===== config.mk =====
export PLATFORM = sky130hd
export DESIGN_NAME = uart_rx
export DESIGN_NICKNAME = d
export VERILOG_FILES = /design/src/rtl/uart_rx.sv
export SDC_FILE = /design/constraint.sdc
export NUM_CORES = 1
export LEC_CHECK = 0
export BUFFER_PORTS_ARGS = -buffer_cell sky130_fd_sc_hd__buf_2
export CAP_MARGIN = 10
export CORE_UTILIZATION = 50
export DETAILED_ROUTE_END_ITERATION = 16
export PLACE_DENSITY = 0.7
export REMOVE_ABC_BUFFERS = 1
export SLEW_MARGIN = 40
export SYNTH_ARGS = -nofsm -noshare
export SYNTH_HDL_FRONTEND = slang
export SYNTH_SLANG_ARGS = --single-unit

===== constraint.sdc =====
create_clock -name clk -period 3.9 [get_ports clk]
set_input_delay 0.78 -clock clk [delete_from_list [all_inputs] [get_ports clk]]
set_output_delay 0.78 -clock clk [all_outputs]
set_load 0.03 [all_outputs]

===== src/rtl/uart_rx.sv =====
// 16x-oversampling UART receiver with a one-byte holding register and frame/overrun flags.
// Optional even-parity stage and parity_err output are enabled by defining UART_RX_PARITY_EN.
module uart_rx #(
   parameter int unsigned DBIT    = 8,
   parameter int unsigned SB_TICK = 16
) (
   input  logic       clk,
   input  logic       reset,
   input  logic       s_tick,
   input  logic       rx,
   input  logic       rd,
   output logic [7:0] rx_data,
   output logic       rx_valid,
   output logic       frame_err,
   output logic       overrun_err,
`ifdef UART_RX_PARITY_EN
   output logic       parity_err,
`endif
   output logic       busy
);

   localparam int unsigned Shift = 8 - DBIT;

   typedef enum logic [2:0] {
      StIdle,
      StStart,
      StData,
`ifdef UART_RX_PARITY_EN
      StParity,
`endif
      StStop
   } state_e;

   state_e     state_q, state_d;
   logic [4:0] tick_q, tick_d;
   logic [2:0] bit_q, bit_d;
   logic [7:0] shift_q, shift_d;
   logic       rx_meta_q, rx_sync_q;
   logic [1:0] settle_q;
   logic       armed_q;
   logic       complete;
   logic [7:0] data_word;
   logic [7:0] rx_data_q;
   logic       rx_valid_q, frame_err_q, overrun_q;
`ifdef UART_RX_PARITY_EN
   logic       par_q, par_d;
   logic       parity_err_q;
`endif

   // Start detection stays disarmed until the settled line has been seen high,
   // so a line already low at reset release never starts a frame.
   always_ff @(posedge clk) begin
      if (!reset) begin
         rx_meta_q <= 1'b1;
         rx_sync_q <= 1'b1;
         settle_q  <= 2'd0;
         armed_q   <= 1'b0;
      end else begin
         rx_meta_q <= rx;
         rx_sync_q <= rx_meta_q;
         if (settle_q != 2'd2) settle_q <= settle_q + 2'd1;
         armed_q   <= armed_q | ((settle_q == 2'd2) & rx_sync_q);
      end
   end

   always_ff @(posedge clk) begin
      if (!reset) begin
         state_q <= StIdle;
         tick_q  <= '0;
         bit_q   <= '0;
         shift_q <= '0;
`ifdef UART_RX_PARITY_EN
         par_q   <= 1'b0;
`endif
      end else begin
         state_q <= state_d;
         tick_q  <= tick_d;
         bit_q   <= bit_d;
         shift_q <= shift_d;
`ifdef UART_RX_PARITY_EN
         par_q   <= par_d;
`endif
      end
   end

   always_comb begin
      state_d  = state_q;
      tick_d   = tick_q;
      bit_d    = bit_q;
      shift_d  = shift_q;
      complete = 1'b0;
`ifdef UART_RX_PARITY_EN
      par_d    = par_q;
`endif
      unique case (state_q)
         StIdle: begin
            if (armed_q && !rx_sync_q) begin
               state_d = StStart;
               tick_d  = '0;
            end
         end
         StStart: begin
            if (s_tick) begin
               if (tick_q == 5'd7) begin
                  tick_d = '0;
                  if (!rx_sync_q) begin
                     state_d = StData;
                     bit_d   = '0;
                  end else begin
                     state_d = StIdle;
                  end
               end else begin
                  tick_d = tick_q + 5'd1;
               end
            end
         end
         StData: begin
            if (s_tick) begin
               if (tick_q == 5'd15) begin
                  tick_d  = '0;
                  shift_d = {rx_sync_q, shift_q[7:1]};
                  if (bit_q == 3'(DBIT - 1)) begin
`ifdef UART_RX_PARITY_EN
                     state_d = StParity;
`else
                     state_d = StStop;
`endif
                  end else begin
                     bit_d = bit_q + 3'd1;
                  end
               end else begin
                  tick_d = tick_q + 5'd1;
               end
            end
         end
`ifdef UART_RX_PARITY_EN
         StParity: begin
            if (s_tick) begin
               if (tick_q == 5'd15) begin
                  tick_d  = '0;
                  par_d   = rx_sync_q;
                  state_d = StStop;
               end else begin
                  tick_d = tick_q + 5'd1;
               end
            end
         end
`endif
         StStop: begin
            if (s_tick) begin
               if (tick_q == 5'(SB_TICK - 1)) begin
                  complete = 1'b1;
                  tick_d   = '0;
                  state_d  = StIdle;
               end else begin
                  tick_d = tick_q + 5'd1;
               end
            end
         end
         default: state_d = StIdle;
      endcase
   end

   // LSB-first shifting leaves the frame in the top DBIT bits.
   assign data_word = shift_q >> Shift;

   always_ff @(posedge clk) begin
      if (!reset) begin
         rx_data_q    <= '0;
         rx_valid_q   <= 1'b0;
         frame_err_q  <= 1'b0;
         overrun_q    <= 1'b0;
`ifdef UART_RX_PARITY_EN
         parity_err_q <= 1'b0;
`endif
      end else if (complete && (!rx_valid_q || rd)) begin
         rx_data_q    <= data_word;
         rx_valid_q   <= 1'b1;
         frame_err_q  <= ~rx_sync_q;
         overrun_q    <= 1'b0;
`ifdef UART_RX_PARITY_EN
         parity_err_q <= ^{data_word, par_q};
`endif
      end else if (complete) begin
         overrun_q <= 1'b1;
      end else if (rd && rx_valid_q) begin
         rx_valid_q <= 1'b0;
         overrun_q  <= 1'b0;
      end
   end

   assign rx_data     = rx_data_q;
   assign rx_valid    = rx_valid_q;
   assign frame_err   = frame_err_q;
   assign overrun_err = overrun_q;
`ifdef UART_RX_PARITY_EN
   assign parity_err  = parity_err_q;
`endif
   assign busy        = (state_q != StIdle);

endmodule


==> results.sh, run 1 <==
export IMPL_cts_setup_buffers=0
export IMPL_synth_cells=154
export IMPL_clkPwrFrac_pct=37.7
export IMPL_grt_total_usage_pct=19.8
export IMPL_p_int_uw=539
export IMPL_end_kind="output pin"
export IMPL_seq_power_share_pct=54.0
export IMPL_cts_sinks=34
export IMPL_startpoint_type="register"
export IMPL_synth_distinct_cells=39
export IMPL_cts_resized=0
export IMPL_htree_levels=2
export IMPL_crit_family="flip-flops"
export IMPL_ios=17
export IMPL_io_buffers=16
export IMPL_firstDrtPassIters=5
export IMPL_coreArea_um2=2850
export IMPL_routedWlPerCell_um=13.7
export IMPL_dp_hpwl_um=1870
export IMPL_crit_type="register to output pin"
export IMPL_min_path_type="register to register"
export IMPL_cts_tree="built"
export IMPL_fillerInstances=271
export IMPL_start_util_pct=54.3
export IMPL_arrival_ns=1.35
export IMPL_grt_max_degree=39
export IMPL_syn_area_um2=1550
export IMPL_slew_headroom_pct=64.4
export IMPL_drc=0
export IMPL_ir_worst_vdd_uv=259
export IMPL_postCtsHoldBufs=0
export IMPL_place_congestion=0.789
export IMPL_crit_fanout=12
export IMPL_switching_share_pct=21.3
export IMPL_diodes=0
export IMPL_cts_root_buffer="clkbuf_4"
export IMPL_first_global_vias=1168
export IMPL_cp_slowest_cell="dfxtp_1"
export IMPL_drive_above_1_share_pct=17.9
export IMPL_placementRows=19
export IMPL_die_h_um=57.7
export IMPL_required_ns=3.12
export IMPL_drt_initial_drc_count=33
export IMPL_leakage_uw=0.000668
export IMPL_setup_viol=0
export IMPL_antenna_left=0
export IMPL_fmax_mhz=469
export IMPL_vias=1116
export IMPL_vias_per_cell=5.61
export IMPL_yosys_warnings=0
export IMPL_power_density_nw_per_um2=404
export IMPL_syn2layout_area_growth_pct=9.60
export IMPL_p_comb_share_pct=8.3
export IMPL_period_needed_ns=2.13
export IMPL_critPathMaxStageDelay_ns=0.45
export IMPL_tightest_slew_ns=0.533
export IMPL_fin_crit_sh_pct=54.7
export IMPL_cts_max_path_buffers=2
export IMPL_maxCapViolCount=0
export IMPL_grt_pass1_wl_um=4970
export IMPL_die_area_um2=3330
export IMPL_drt_wl_total_um=2720
export IMPL_finalMaxSlewViolations=0
export IMPL_ys_seq_elements=34
export IMPL_rsz0062_at_grt="false"
export IMPL_power_switching_uw=146
export IMPL_ys_flop_type="dfxtp_1"
export IMPL_synth_edff_count=0
export IMPL_clk_latency_ns=0.32
export IMPL_final_nets=178
export IMPL_async_flop_share_pct=0
export IMPL_status="completed"
export IMPL_clk_pin_slew_worst_paths_ns=0.10
export IMPL_cts_buffers=5
export IMPL_synth_avg_cell_area_um2=10.1
export IMPL_critPathBufInv=1
export IMPL_fp_dieW_um=57.7
export IMPL_grt_ovfl_total=0
export IMPL_antenna_found_initial=0
export IMPL_crit_chain="or2_2, buf_2"
export IMPL_finalHoldViolations=0
export IMPL_finClkSkew_ns=0.00277
export IMPL_synth_seq_area_share_pct=43.9
export IMPL_tns_ns=0
export IMPL_power_uw=686
[worst reg2reg max path: stages, from the launching register on]
cell     delay, ns
dfxtp_1       0.58
nor2b_1       0.44
and3_1        0.52
mux2i_1       0.26
nor2b_1       0.07
[through the flow]
stage	setup WS, ns	instances	area [um^2]	utilization, %	hold WS [ns]
6_report	1.77	199	1700	59.6	0.428
5_1_grt	1.68	199	1700	59.6	0.446
4_1_cts	1.76	199	1700	59.6	0.436
3_5_place_dp	1.89	192	1620	56.7	0.411
3_3_place_gp	1.98	192	1620	56.7	0.389
2_1_floorplan	1.61	144	1490	-	0.386
[placed cells by master, fill, tap and decap left out, types with 5 or more instances in the layout]
master | synthesis | routed
buf_2 | 2 | 16
clkbuf_4 | 0 | 5
dfxtp_1 | 34 | 34
ha_1 | 5 | 5
mux2i_1 | 20 | 20
nand2_1 | 8 | 8
nand3_1 | 8 | 8
nor2b_1 | 23 | 23
o21ai_0 | 5 | 5
[final cells by class]
cell class	instances	area [um^2]	area share [%]
multi-input cells	107	800	47.1
clock inverters	1	30.0	1.77
flip-flops and latches	34	681	40.1
repair buffers	17	87.6	5.15
inverters	3	11.3	0.663
well taps	31	38.8	2.28
clock buffers	6	51.3	3.02
[flip-flops by register name, indices dropped and copies added, names as in the netlist]
signal	count
armed_q	1
rx_data	8
tick_q	5
settle_q	2
bit_q	3
rx_valid	1
rx_meta_q	1
rx_sync_q	1
overrun_err	1
data_word	8
frame_err	1
state_q	2
[Yosys cell counts, drive strengths merged (3+ instances only)]
cell	number	share of area [%]
nand2	8	1.9
and2	3	1.2
nand3b	3	1.5
o21ai	5	1.6
clkbuf	4	0.97
buf	6	2.8
nand3	8	2.6
ha	5	4.0
inv	3	0.73
nor2b	23	9.3
mux2i	20	13
nor2	3	0.73
dfxtp	34	44
[power by group through the flow]
| stage | Sequential (uW) | Combinational [uW] | Clock, uW |
|---|---|---|---|
| floorplan | 376 | 42.7 | 0 |
| global placement | 378 | 55.3 | 0 |
| detailed placement | 378 | 57.2 | 0 |
| CTS | 370 | 57.5 | 268 |
| global route | 373 | 65.8 | 284 |
| finish | 370 | 56.9 | 259 |
[worst paths after layout]
check	start	end	slack [ns]	depth (start not counted)
worst max-delay path	state_q[1]$_SDFFE_PN0P_	busy	1.77	2
worst min-delay path	rx_meta_q$_SDFF_PN1_	rx_sync_q$_SDFF_PN1_	0.43	1
worst max register to register	state_q[1]$_SDFFE_PN0P_	data_word[5]$_SDFFE_PN0P_	1.93	4
worst min register to register	rx_meta_q$_SDFF_PN1_	rx_sync_q$_SDFF_PN1_	0.43	1
[logic make-up after synthesis]
| family | Yosys count | share of synthesized area (%) |
|---|---|---|
| compound gates | 20 | 10.3 |
| xor+xnor | 3 | 1.70 |
| fa+ha+maj | 5 | 4.04 |
| buf+inv | 13 | 4.52 |
| flops | 34 | 43.9 |
| mux | 20 | 12.9 |
| simple gates | 59 | 22.6 |
[per-layer routing]
layer | vias to the layer above | global-route usage (%) | share of wire (%)
met2 | 25 | 31.6 | 47
li1 | 564 | - | -
met4 | 0 | 9.52 | 0.84
met5 | - | 0 | 0
met3 | 2 | 7.59 | 4.3
met1 | 525 | 23.6 | 48
Note: power is estimated with default switching activity, not from simulation.
==> run 2, diff against run 1 <==
Settings changed: PLACE_DENSITY 0.7 to 0.72.
Clock period 3.9 ns to 1.95 ns, I/O delays scaled along.
==> results.sh, run 2 (synthesis results as in run 1) <==
export IMPL_status="completed"
export IMPL_arrival_ns=2.01
export IMPL_cts_resized=0
export IMPL_setup_slack_ns=0.173
export IMPL_clk_latency_ns=0.33
export IMPL_required_ns=2.18
export IMPL_r2r_setup_slack_ns=0.17
export IMPL_fmax_mhz=563
export IMPL_final_common_cell="dfxtp_1"
export IMPL_firstDrtPassIters=4
export IMPL_place_ws_ns=0.183
export IMPL_cts_max_path_buffers=2
export IMPL_r2r_start="tick_q[0]$_SDFFE_PN0P_"
export IMPL_final_seq_area_um2=681
export IMPL_period_needed_ns=1.78
export IMPL_antenna_left=0
export IMPL_min_path_type="primary input to register"
export IMPL_whs_endpoint="rx_meta_q$_SDFF_PN1_"
export IMPL_io_buffers=16
export IMPL_fin_crit_sh_pct=91.1
export IMPL_routedWlPerCell_um=13.5
export IMPL_die_h_um=57.7
export IMPL_multi_input_area_um2=800
export IMPL_htree_levels=2
export IMPL_first_global_vias=1061
export IMPL_die_area_um2=3330
export IMPL_final_util_pct=59.9
export IMPL_ios=17
export IMPL_drc=0
export IMPL_rsz0062_at_grt="false"
export IMPL_place_congestion=0.809
export IMPL_grt_max_degree=39
export IMPL_postCtsHoldBufs=0
export IMPL_tightest_slew_ns=0.531
export IMPL_start_util_pct=54.3
export IMPL_setup_viol=0
export IMPL_drt_wl_total_um=2720
export IMPL_leakage_uw=0.000674
export IMPL_power_density_nw_per_um2=791
export IMPL_slew_headroom_pct=64.6
export IMPL_antenna_found_initial=0
export IMPL_crit_fanout=8
export IMPL_placementRows=19
export IMPL_cts_tree="built"
export IMPL_r2r_end="data_word[5]$_SDFFE_PN0P_"
export IMPL_clk_pin_slew_worst_paths_ns=0.10
export IMPL_placed_area_um2=1630
export IMPL_worst_r2r_cell_count=5
export IMPL_diodes=0
export IMPL_crit_type="register to register"
export IMPL_final_nets=180
export IMPL_fillerInstances=257
export IMPL_cts_sinks=34
export IMPL_vias=1095
export IMPL_finalHoldViolations=0
export IMPL_hp_start="rx"
export IMPL_coreArea_um2=2850
export IMPL_ir_worst_vdd_uv=562
export IMPL_cts_setup_buffers=0
export IMPL_grt_total_usage_pct=18.5
export IMPL_cts_buffers=5
export IMPL_critPathMaxStageDelay_ns=0.46
export IMPL_grt_ovfl_total=0
export IMPL_crit_chain="ha_1, and4b_1, and3_1, mux2i_1, nor2b_1"
export IMPL_grt_pass1_wl_um=4690
export IMPL_hold_depth=2
export IMPL_drt_initial_drc_count=42
export IMPL_end_kind="register"
export IMPL_dp_hpwl_um=1910
export IMPL_finalMaxSlewViolations=0
export IMPL_final_cell_mix="dfxtp_1, nor2b_1, mux2i_1, buf_2"
export IMPL_fp_dieW_um=57.7
export IMPL_maxCapViolCount=0
export IMPL_hold_slack_ns=0.236
export IMPL_startpoint_type="register"
export IMPL_final_area_um2=1710
export IMPL_finClkSkew_ns=0.00365
export IMPL_cp_slowest_cell="and3_1"
export IMPL_vias_per_cell=5.42
export IMPL_drive_above_1_share_pct=18.1
export IMPL_cts_root_buffer="clkbuf_4"
export IMPL_syn2layout_area_growth_pct=10.2
-- run 2: cell count changes in the layout (fill, tap and decap cells not counted), sizes merged --
cell	delta
clkbuf	+1
buf	+2
-- run 2: report_power, final --
part	leakage (uW)	switching (uW)	internal, uW	total (uW)
logic	0.000360	54.7	58.7	113
registers	0.000275	18.4	722	740
clock network	0.0000395	226	272	498
-- run 2: how the worst max path moves through the flow --
stage	endpoint	slack, ns	startpoint	cells past startpoint
2_1_floorplan	rx_data[0]$_SDFFE_PN0P_	-0.17	tick_q[0]$_SDFFE_PN0P_	5
3_3_place_gp	data_word[0]$_SDFFE_PN0P_	0.27	tick_q[0]$_SDFFE_PN0P_	5
3_5_place_dp	data_word[5]$_SDFFE_PN0P_	0.18	tick_q[0]$_SDFFE_PN0P_	5
4_1_cts	data_word[5]$_SDFFE_PN0P_	0.17	tick_q[0]$_SDFFE_PN0P_	5
5_1_grt	data_word[5]$_SDFFE_PN0P_	0.05	tick_q[0]$_SDFFE_PN0P_	5
6_report	data_word[5]$_SDFFE_PN0P_	0.17	tick_q[0]$_SDFFE_PN0P_	5
-- run 2: critical path, delay by kind of cell, from the launching register on --
kind,cells,cell delay (ns)
mux,1,0.24
simple gates,3,0.79
flops,1,0.38
fa+ha+maj,1,0.26
-- run 2: layout make-up --
cell class	count	share of cell area, %
clock inverters	1	1.76
multi-input cells	107	46.8
inverters	3	0.659
repair buffers	19	6.01
clock buffers	7	2.64
well taps	31	2.27
flip-flops and latches	34	39.9
-- run 2: stage by stage --
step,std cells,power [uW],TNS (ns)
2_1_floorplan,144,837,-1.47
5_1_grt,202,1430,0
6_report,202,1350,0
3_3_place_gp,194,865,0
3_5_place_dp,194,871,0
4_1_cts,202,1370,0
-- run 2: layer usage --
layer / up-vias / global-route usage (%) / wire length (um)
li1: 565 / - / -
met1: 503 / 22.8 / 1240
met2: 21 / 29.1 / 1330
met3: 6 / 6.92 / 102
met4: 0 / 8.50 / 46
met5: - / 0 / 0
==> run 3, diff against run 2 <==
Settings changed: RECOVER_POWER set to 50.
==> results.sh, run 3 (synthesis results as in run 1) <==
export IMPL_grt_max_degree=39
export IMPL_cts_root_buffer="clkbuf_4"
export IMPL_critPathBufInv=0
export IMPL_io_buffers=16
export IMPL_finalHoldViolations=0
export IMPL_fmax_mhz=561
export IMPL_tightest_slew_ns=1.27
export IMPL_final_nets=180
export IMPL_leakage_uw=0.000609
export IMPL_start_util_pct=54.3
export IMPL_vias_per_cell=5.44
export IMPL_htree_levels=2
export IMPL_r2r_setup_slack_ns=0.17
export IMPL_final_common_cell="dfxtp_1"
export IMPL_fp_dieW_um=57.7
export IMPL_end_kind="register"
export IMPL_arrival_ns=2.01
export IMPL_die_h_um=57.7
export IMPL_grt_ovfl_total=0
export IMPL_postCtsHoldBufs=0
export IMPL_firstDrtPassIters=4
export IMPL_switching_share_pct=22.2
export IMPL_clkPwrFrac_pct=37.1
export IMPL_drt_initial_drc_count=40
export IMPL_maxCapViolCount=0
export IMPL_vias=1098
export IMPL_final_seq_area_um2=681
export IMPL_cts_max_path_buffers=2
export IMPL_rsz0062_at_grt="false"
export IMPL_first_global_vias=1061
export IMPL_finClkSkew_ns=0.00371
export IMPL_cp_slowest_cell="and3_1"
export IMPL_clk_pin_slew_worst_paths_ns=0.10
export IMPL_final_cell_mix="dfxtp_1, nor2b_1, mux2i_1, clkbuf_1"
export IMPL_period_needed_ns=1.78
export IMPL_min_path_type="primary input to register"
export IMPL_antenna_found_initial=0
export IMPL_drt_wl_total_um=2730
export IMPL_final_util_pct=58.8
export IMPL_crit_chain="ha_1, and4b_1, and3_1, mux2i_1, nor2b_1"
export IMPL_seq_power_share_pct=54.9
export IMPL_syn2layout_area_growth_pct=8.23
export IMPL_stdcell_count=202
export IMPL_cts_resized=0
export IMPL_ir_worst_vdd_uv=560
export IMPL_drc=0
export IMPL_critPathMaxStageDelay_ns=0.46
export IMPL_crit_type="register to register"
export IMPL_p_int_uw=1050
export IMPL_cts_buffers=5
export IMPL_setup_viol=0
export IMPL_power_density_nw_per_um2=803
export IMPL_cts_sinks=34
export IMPL_fillerInstances=266
export IMPL_cts_tree="built"
export IMPL_crit_fanout=8
export IMPL_dp_hpwl_um=1910
export IMPL_power_switching_uw=299
export IMPL_ios=17
export IMPL_clk_latency_ns=0.33
export IMPL_startpoint_type="register"
export IMPL_cts_setup_buffers=0
export IMPL_multi_input_area_um2=785
export IMPL_finalMaxSlewViolations=0
export IMPL_status="completed"
export IMPL_place_congestion=0.809
export IMPL_grt_total_usage_pct=18.5
export IMPL_antenna_left=0
export IMPL_p_comb_share_pct=8.0
export IMPL_fin_crit_sh_pct=91.4
export IMPL_coreArea_um2=2850
export IMPL_diodes=0
export IMPL_crit_family="simple AND/OR/NAND/NOR gates"
export IMPL_placementRows=19
export IMPL_die_area_um2=3330
export IMPL_required_ns=2.18
export IMPL_grt_pass1_wl_um=4690
export IMPL_drive_above_1_share_pct=9.94
export IMPL_slew_headroom_pct=15.1
export IMPL_placed_cells=194
export IMPL_routedWlPerCell_um=13.5
run 3: changes by cell type in the layout (fill, tap and decap cells not counted), sizes merged:
cell	change
buf	-12
clkbuf	+12
run 3: worst reg2reg max path: stages (launching register included):
cell and delay (ns):
dfxtp_1 0.38, ha_1 0.26, and4b_1 0.27, and3_1 0.46
mux2i_1 0.24, nor2b_1 0.06
run 3: final timing paths:
path,start,to,depth (start not counted)
hold reg to reg,rx_meta_q$_SDFF_PN1_,rx_sync_q$_SDFF_PN1_,1
setup / recovery,tick_q[0]$_SDFFE_PN0P_,data_word[5]$_SDFFE_PN0P_,5
hold / removal,rx,rx_meta_q$_SDFF_PN1_,2
setup reg to reg,tick_q[0]$_SDFFE_PN0P_,data_word[5]$_SDFFE_PN0P_,5
run 3: power groups by stage:
stage / logic [uW] / registers [uW] / clock network [uW]
5_1_grt: 125 / 744 / 555
4_1_cts: 116 / 741 / 512
6_report: 108 / 740 / 499
2_1_floorplan: 85.3 / 752 / 0
3_5_place_dp: 115 / 757 / 0
3_3_place_gp: 109 / 755 / 0
run 3: layer usage:
metal	GRT usage, %	up-vias	share of wire, %
li1	-	565	-
met1	22.8	507	46
met2	29.1	22	49
met3	6.92	4	3.6
met4	8.50	0	1.3
met5	0	-	0
run 3: stage by stage:
stage | total power, uW | hold slack (ns) | TNS (ns) | instance area, um^2 | setup slack [ns]
floorplan | 837 | 0.386 | -1.47 | 1490 | -0.169
global placement | 865 | 0.388 | 0 | 1630 | 0.273
detailed placement | 871 | 0.396 | 0 | 1630 | 0.183
CTS | 1370 | 0.230 | 0 | 1710 | 0.165
global route | 1420 | 0.227 | 0 | 1680 | 0.0434
finish | 1350 | 0.237 | 0 | 1680 | 0.168
run 3: cell type report:
| cell class | instances | area share [%] |
|---|---|---|
| inverters | 3 | 0.671 |
| repair buffers | 19 | 5.22 |
| clock buffers | 7 | 2.68 |
| flip-flops and latches | 34 | 40.6 |
| clock inverters | 1 | 1.79 |
| multi-input cells | 107 | 46.8 |
| well taps | 31 | 2.31 |
